==> config.mk <==
export PLATFORM = sky130hd
export DESIGN_NAME = keypad_scan_flat
export DESIGN_NICKNAME = d
export VERILOG_FILES = /design/src/rtl/keypad_pkg.sv /design/src/rtl/keypad_scan_if.sv /design/src/rtl/kp_sync2.sv /design/src/rtl/keypad_scan.sv /design/src/flat_wrapper.sv
export SDC_FILE = /design/constraint.sdc
export NUM_CORES = 1
export LEC_CHECK = 0
export ABC_CLOCK_PERIOD_IN_PS = 2450
export CORE_UTILIZATION = 55
export CTS_CLUSTER_DIAMETER = 200
export DETAILED_ROUTE_END_ITERATION = 12
export PLACE_DENSITY = 0.78
export SLEW_MARGIN = 0
export SYNTH_ARGS = -nofsm -noshare
export SYNTH_HDL_FRONTEND = slang
export SYNTH_SLANG_ARGS = --single-unit
==> constraint.sdc <==
create_clock -name clk -period 2.45 [get_ports clk]
set_input_delay 0.245 -clock clk [delete_from_list [all_inputs] [get_ports clk]]
set_output_delay 0.245 -clock clk [all_outputs]
set_load 0.03 [all_outputs]
==> src/rtl/keypad_pkg.sv <==
// Shared types and constants for the 4x4 keypad scanner.
package keypad_pkg;

    typedef enum logic [1:0] {
        SCAN     = 2'd0,
        DEBOUNCE = 2'd1,
        HELD     = 2'd2
    } kp_state_t;

    localparam logic [5:0] NO_KEY   = 6'h3F;
    localparam logic [3:0] COL_IDLE = 4'b1111;
    localparam logic [3:0] COL_0    = 4'b1110;
    localparam logic [3:0] COL_1    = 4'b1101;
    localparam logic [3:0] COL_2    = 4'b1011;
    localparam logic [3:0] COL_3    = 4'b0111;

    function automatic logic [3:0] col_drive(input logic [1:0] col);
        case (col)
            2'd0:    col_drive = COL_0;
            2'd1:    col_drive = COL_1;
            2'd2:    col_drive = COL_2;
            default: col_drive = COL_3;
        endcase
    endfunction

    // Rows are active-low; the lowest-numbered active row wins.
    function automatic logic [1:0] low_row(input logic [3:0] rows);
        casez (rows)
            4'b???0: low_row = 2'd0;
            4'b??01: low_row = 2'd1;
            4'b?011: low_row = 2'd2;
            default: low_row = 2'd3;
        endcase
    endfunction

endpackage

==> src/rtl/keypad_scan_if.sv <==
// Keypad-side and consumer-side signals of the scanner.
// Levels only, no handshake: key_press is high while indice_boton holds a confirmed key.
interface keypad_scan_if;
    logic       enable;
    logic [3:0] filas;
    logic [3:0] columnas;
    logic [5:0] indice_boton;
    logic       key_press;

    modport master (
        input  enable,
        input  filas,
        output columnas,
        output indice_boton,
        output key_press
    );

    modport slave (
        output enable,
        output filas,
        input  columnas,
        input  indice_boton,
        input  key_press
    );
endinterface

==> src/rtl/kp_sync2.sv <==
// Two-flop synchronizer; resets to all ones so idle (pulled-up) rows look released.
module kp_sync2 #(
    parameter int W = 4
) (
    input  logic         clk,
    input  logic         rst_n,
    input  logic [W-1:0] d_i,
    output logic [W-1:0] q_o
);
    logic [W-1:0] meta_q;
    logic [W-1:0] sync_q;

    always_ff @(posedge clk or negedge rst_n) begin
        if (!rst_n) begin
            meta_q <= '1;
            sync_q <= '1;
        end else begin
            meta_q <= d_i;
            sync_q <= meta_q;
        end
    end

    assign q_o = sync_q;
endmodule

==> src/rtl/keypad_scan.sv <==
// 4x4 keypad column scanner with press/release debounce; reports one held key at a time.
module keypad_scan
    import keypad_pkg::*;
#(
    parameter int SCAN_DIV         = 1000,
    parameter int DEBOUNCE_SAMPLES = 8
) (
    input  logic           clk,
    input  logic           reset,
    keypad_scan_if.master  kp,
    output kp_state_t      state_o
);
    localparam int DIVW = $clog2(SCAN_DIV);
    localparam int DEBW = $clog2(DEBOUNCE_SAMPLES + 1);
    localparam logic [DIVW-1:0] DIV_LAST = DIVW'(SCAN_DIV - 1);
    localparam logic [DEBW-1:0] DEB_TOP  = DEBW'(DEBOUNCE_SAMPLES - 1);

    logic [3:0]      rows_s;
    kp_state_t       state_q;
    logic [DIVW-1:0] div_q;
    logic [DEBW-1:0] deb_q;
    logic [DEBW-1:0] rel_q;
    logic [1:0]      col_q;
    logic [3:0]      cand_q;
    logic [3:0]      columnas_q;
    logic [5:0]      idx_q;
    logic            kp_q;

    logic       sample;
    logic       any_row;
    logic [1:0] hit_row;

    kp_sync2 #(.W(4)) u_sync (
        .clk   (clk),
        .rst_n (reset),
        .d_i   (kp.filas),
        .q_o   (rows_s)
    );

    assign sample  = (div_q == DIV_LAST);
    assign any_row = (rows_s != 4'hF);
    assign hit_row = low_row(rows_s);

    always_ff @(posedge clk or negedge reset) begin
        if (!reset) begin
            state_q    <= SCAN;
            div_q      <= '0;
            deb_q      <= '0;
            rel_q      <= '0;
            col_q      <= 2'd0;
            cand_q     <= 4'd0;
            columnas_q <= COL_0;
            idx_q      <= NO_KEY;
            kp_q       <= 1'b0;
        end else if (!kp.enable) begin
            state_q    <= SCAN;
            div_q      <= '0;
            deb_q      <= '0;
            rel_q      <= '0;
            col_q      <= 2'd0;
            cand_q     <= 4'd0;
            columnas_q <= COL_IDLE;
            idx_q      <= NO_KEY;
            kp_q       <= 1'b0;
        end else begin
            div_q <= sample ? '0 : div_q + 1'b1;
            // First enabled cycle after a drop: drive column 0 again.
            if (columnas_q == COL_IDLE) begin
                columnas_q <= COL_0;
            end
            if (sample) begin
                case (state_q)
                    SCAN: begin
                        if (!any_row) begin
                            col_q      <= col_q + 2'd1;
                            columnas_q <= col_drive(col_q + 2'd1);
                        end else begin
                            cand_q  <= {hit_row, col_q};
                            deb_q   <= '0;
                            state_q <= DEBOUNCE;
                        end
                    end
                    DEBOUNCE: begin
                        if (any_row && hit_row == cand_q[3:2]) begin
                            if (deb_q == DEB_TOP) begin
                                state_q <= HELD;
                                idx_q   <= {2'b00, cand_q};
                                kp_q    <= 1'b1;
                                deb_q   <= '0;
                                rel_q   <= '0;
                            end else begin
                                deb_q <= deb_q + 1'b1;
                            end
                        end else begin
                            deb_q      <= '0;
                            state_q    <= SCAN;
                            col_q      <= col_q + 2'd1;
                            columnas_q <= col_drive(col_q + 2'd1);
                        end
                    end
                    HELD: begin
                        // Only the candidate row matters; other keys are ignored.
                        if (rows_s[cand_q[3:2]]) begin
                            if (rel_q == DEB_TOP) begin
                                state_q <= SCAN;
                                kp_q    <= 1'b0;
                                idx_q   <= NO_KEY;
                                rel_q   <= '0;
                            end else begin
                                rel_q <= rel_q + 1'b1;
                            end
                        end else begin
                            rel_q <= '0;
                        end
                    end
                    default: state_q <= SCAN;
                endcase
            end
        end
    end

    assign kp.columnas     = columnas_q;
    assign kp.indice_boton = idx_q;
    assign kp.key_press    = kp_q;
    assign state_o         = state_q;
endmodule

==> src/flat_wrapper.sv <==
// flat-port wrapper written by rule: the top's interface ports become plain ports
module keypad_scan_flat import keypad_pkg::*;
#(
    parameter int SCAN_DIV         = 1000,
    parameter int DEBOUNCE_SAMPLES = 8
)
  (clk, reset, state_o, kp_enable, kp_filas, kp_columnas, kp_indice_boton, kp_key_press);
  keypad_scan_if kp_i ();
  input  logic clk;
  input  logic reset;
  output kp_state_t state_o;
  input wire logic [$bits(kp_i.enable)-1:0] kp_enable;
  input wire logic [$bits(kp_i.filas)-1:0] kp_filas;
  output wire logic [$bits(kp_i.columnas)-1:0] kp_columnas;
  output wire logic [$bits(kp_i.indice_boton)-1:0] kp_indice_boton;
  output wire logic [$bits(kp_i.key_press)-1:0] kp_key_press;
  assign kp_i.enable = kp_enable;
  assign kp_i.filas = kp_filas;
  assign kp_columnas = kp_i.columnas;
  assign kp_indice_boton = kp_i.indice_boton;
  assign kp_key_press = kp_i.key_press;
  keypad_scan #(.SCAN_DIV(SCAN_DIV), .DEBOUNCE_SAMPLES(DEBOUNCE_SAMPLES)) u_core (.clk(clk), .reset(reset), .kp(kp_i), .state_o(state_o));
endmodule
==> results.cfg <==
[drt]
final_antenna_net_count = 0
drcViolationCount = 0
drt_wl_total_um = 4721
drtPass1Iterations = 4
via_count = 1690
avgRoutedWirePerCell_um = 16.86
vias_per_cell = 6.036
drtIter0Drc = 107

[global_routing]
grt_overflow = 0
antenna_found_initial = 0
grt_pass1_wl_um = 8369
grt_pass1_vias = 1810
grt_max_degree = 45
grt.total_usage_pct = 25.69

[logic_synthesis]
synth_area_sq_um = 2232
yosys-top-cells-count = dfrtp_1 (28), nor2_1 (21), nand2_1 (19)
synth-edff-count = 0
synth_top_area_share_pct = 31.39
synthFlopType = dfrtp_1
yosys_warnings = 0
syn_nets = 225
yosysSeqAreaShare_pct = 50.22
netlist_instances = 211
yosysTopAreaCell = dfrtp_1
synth_most_common_cell = dfrtp_1
yosysUniqueCellTypes = 55
yosys-top-cells-area = dfrtp_1 (31%), dfstp_2 (19%), ha_1 (3.9%)
ys_async_sr_fraction_pct = 100.0
syn_avg_cell_area_sq_um = 10.58
synth_seq_cells = 44

[critical_path]
endpoint_kind = flip-flop
startpoint_type = flip-flop
max_stage_delay_ps = 430
critical-path-top-delay-family = compound AO/OA/AOI/OAI gates
crit_path_cell_trace = ha_1 -> and3b_1 -> a2111o_1 -> a31oi_1 -> o21bai_4 -> mux2_4
crit_slowest_cell = a2111o_1
path_buf_inv = 0
crit_type = reg2reg
crit_fanout = 6
cp.arrival_ps = 2410
required_ps = 2640

[die]
chipWidth_um = 65.71
dieArea_sq_um = 4317
num_rows = 22
io-pin-count = 20
start_util_pct = 59.19
die_h_um = 65.71
coreArea_sq_um = 3771

[cts]
htreeDepth = 2
insertion_delay_ps = 300
cts_hold_buf = 0
cts.sinks = 44
cts_tree = built
cts_made_buffers = 5
cts_setup_buffers = 0
cts-root-buf = clkbuf_8
clkTransAtPathRegs_ps = 80
cts_buffer_depth = 2
cts_resized = 0

[power]
max-vdd-ir-drop_uv = 422.5
p_comb_share_pct = 8.6
power.share.clock_pct = 38.3
intPower_w = 0.001115
swShare_pct = 23.14
leakagePower_nw = 1.072
fin_total_pwr_w = 0.001450
power.net_switching_w = 0.0003356
power_per_cell_area_nw_per_um2 = 564.6
power_frac_seq_pct = 53.1

[cells_and_area]
num_antenna_cells = 0
layout-area-overhead-vs-synth_pct = 15.08
final_net_count = 245
fin_area_sq_um = 2569
finalCoreUtilization_pct = 68.12
drive_above_1_share_pct = 16.38

[placement]
gp_congestion = 0.8700
post-dp-hpwl_um = 3399
placed_area_sq_um = 2447
port_buffers = 19

[run]
drv_cap = 0

[timing]
hold_viol = 0
fin_skew_ps = 7.741
fmax_ghz = 0.4490
fin_setup_tns_ps = 0
rsz0062_at_grt = no
setup_viol = 0
worst_pin_slew_ps = 937.2
timing.final.crit_share_pct = 90.91
period_needed_ps = 2227
slew_viol_final = 0
slew_headroom_pct = 37.52

[status]
status = finished clean

[hold_path]
hold_path_class = in2async
[per-stage QoR]
step | setup slack [ps] | hold WS [ps] | instances
4_1_cts | 236.1 | 117.5 | 280
3_5_place_dp | 244.5 | 348.7 | 272
6_report | 222.8 | 77.43 | 280
5_1_grt | 151.9 | 170.5 | 280
2_1_floorplan | 345.3 | -50.59 | 211
3_3_place_gp | 342.0 | 346.3 | 272
[final timing paths]
kind,to,cells after the start,slack (ps),startpoint
worst max-delay path,u_core.rel_q[1],6,220,u_core.deb_q[0]
max in group asynchronous,u_core.div_q[3],1,1770,reset
min in group clk,u_core.u_sync.meta_q[0],1,350,kp_filas[0]
worst max register to register,u_core.rel_q[1],6,220,u_core.deb_q[0]
worst min register to register,u_core.u_sync.q_o[2],0,360,u_core.u_sync.meta_q[2]
worst min-delay path,u_core.cand_q[0],1,80,reset
[cell families after synthesis]
logic type	share of synthesized area (%)
XOR/XNOR	3.924
buffers and inverters	3.867
AO/OA/AOI/OAI	16.87
flip-flops	50.22
adder cells (fa/ha/maj)	3.924
AND/OR/NAND/NOR	18.61
multiplexers	2.578
[layer usage]
layer	vias to the layer above	global-route usage [%]	part of all wire, %
li1	802	-	-
met1	824	30.98	41
met2	58	45.92	53
met3	6	5.035	5.1
met4	0	7.337	1.1
met5	-	0	0
[power groups by stage]
| stage | Combinational, W | Sequential, W | Clock (W) |
|---|---|---|---|
| final | 0.000125 | 0.000770 | 0.000555 |
| after detailed placement | 0.000125 | 0.000782 | 0 |
| after global placement | 0.000120 | 0.000781 | 0 |
| after floorplan | 0.0000693 | 0.000783 | 0 |
| after CTS | 0.000126 | 0.000769 | 0.000567 |
| after global routing | 0.000139 | 0.000773 | 0.000588 |
[registers in the layout, indices dropped and copies added (netlist names)]
register and cells:
u_core.cand_q 4, u_core.u_sync.meta_q 4, u_core.u_sync.q_o 4, u_core.div_q 10
u_core.col_q 2, u_core.kp.indice_boton 5, u_core.kp.columnas 4, u_core.state_o 2
u_core.rel_q 4, u_core.kp.key_press 1, u_core.deb_q 4
[layout by cell type, fill, tap and decap left out, types with 4 or more instances in the layout]
master / synthesis / final
a21oi_1: 7 / 7
clkbuf_8: 0 / 7
inv_1: 9 / 9
clkdlybuf4s50_1: 0 / 18
and3_1: 4 / 4
o21ai_0: 7 / 7
xnor2_1: 7 / 7
o22a_1: 4 / 4
ha_1: 7 / 7
nor2_1: 21 / 21
dfstp_2: 16 / 16
nand2_1: 19 / 19
nor3_1: 4 / 4
dfrtp_1: 28 / 28
nor4_1: 4 / 4
nand3_1: 11 / 11
[final cells by class]
| class | count | area (sq um) |
|---|---|---|
| tap | 48 | 60.06 |
| multi-input combinational | 149 | 1025 |
| timing repair buffer | 22 | 207.7 |
| fill | 276 | 1202 |
| inverter | 9 | 33.78 |
| sequential | 44 | 1121 |
| clock buffer | 8 | 121.4 |
Note: power is estimated with default switching activity, not from simulation.
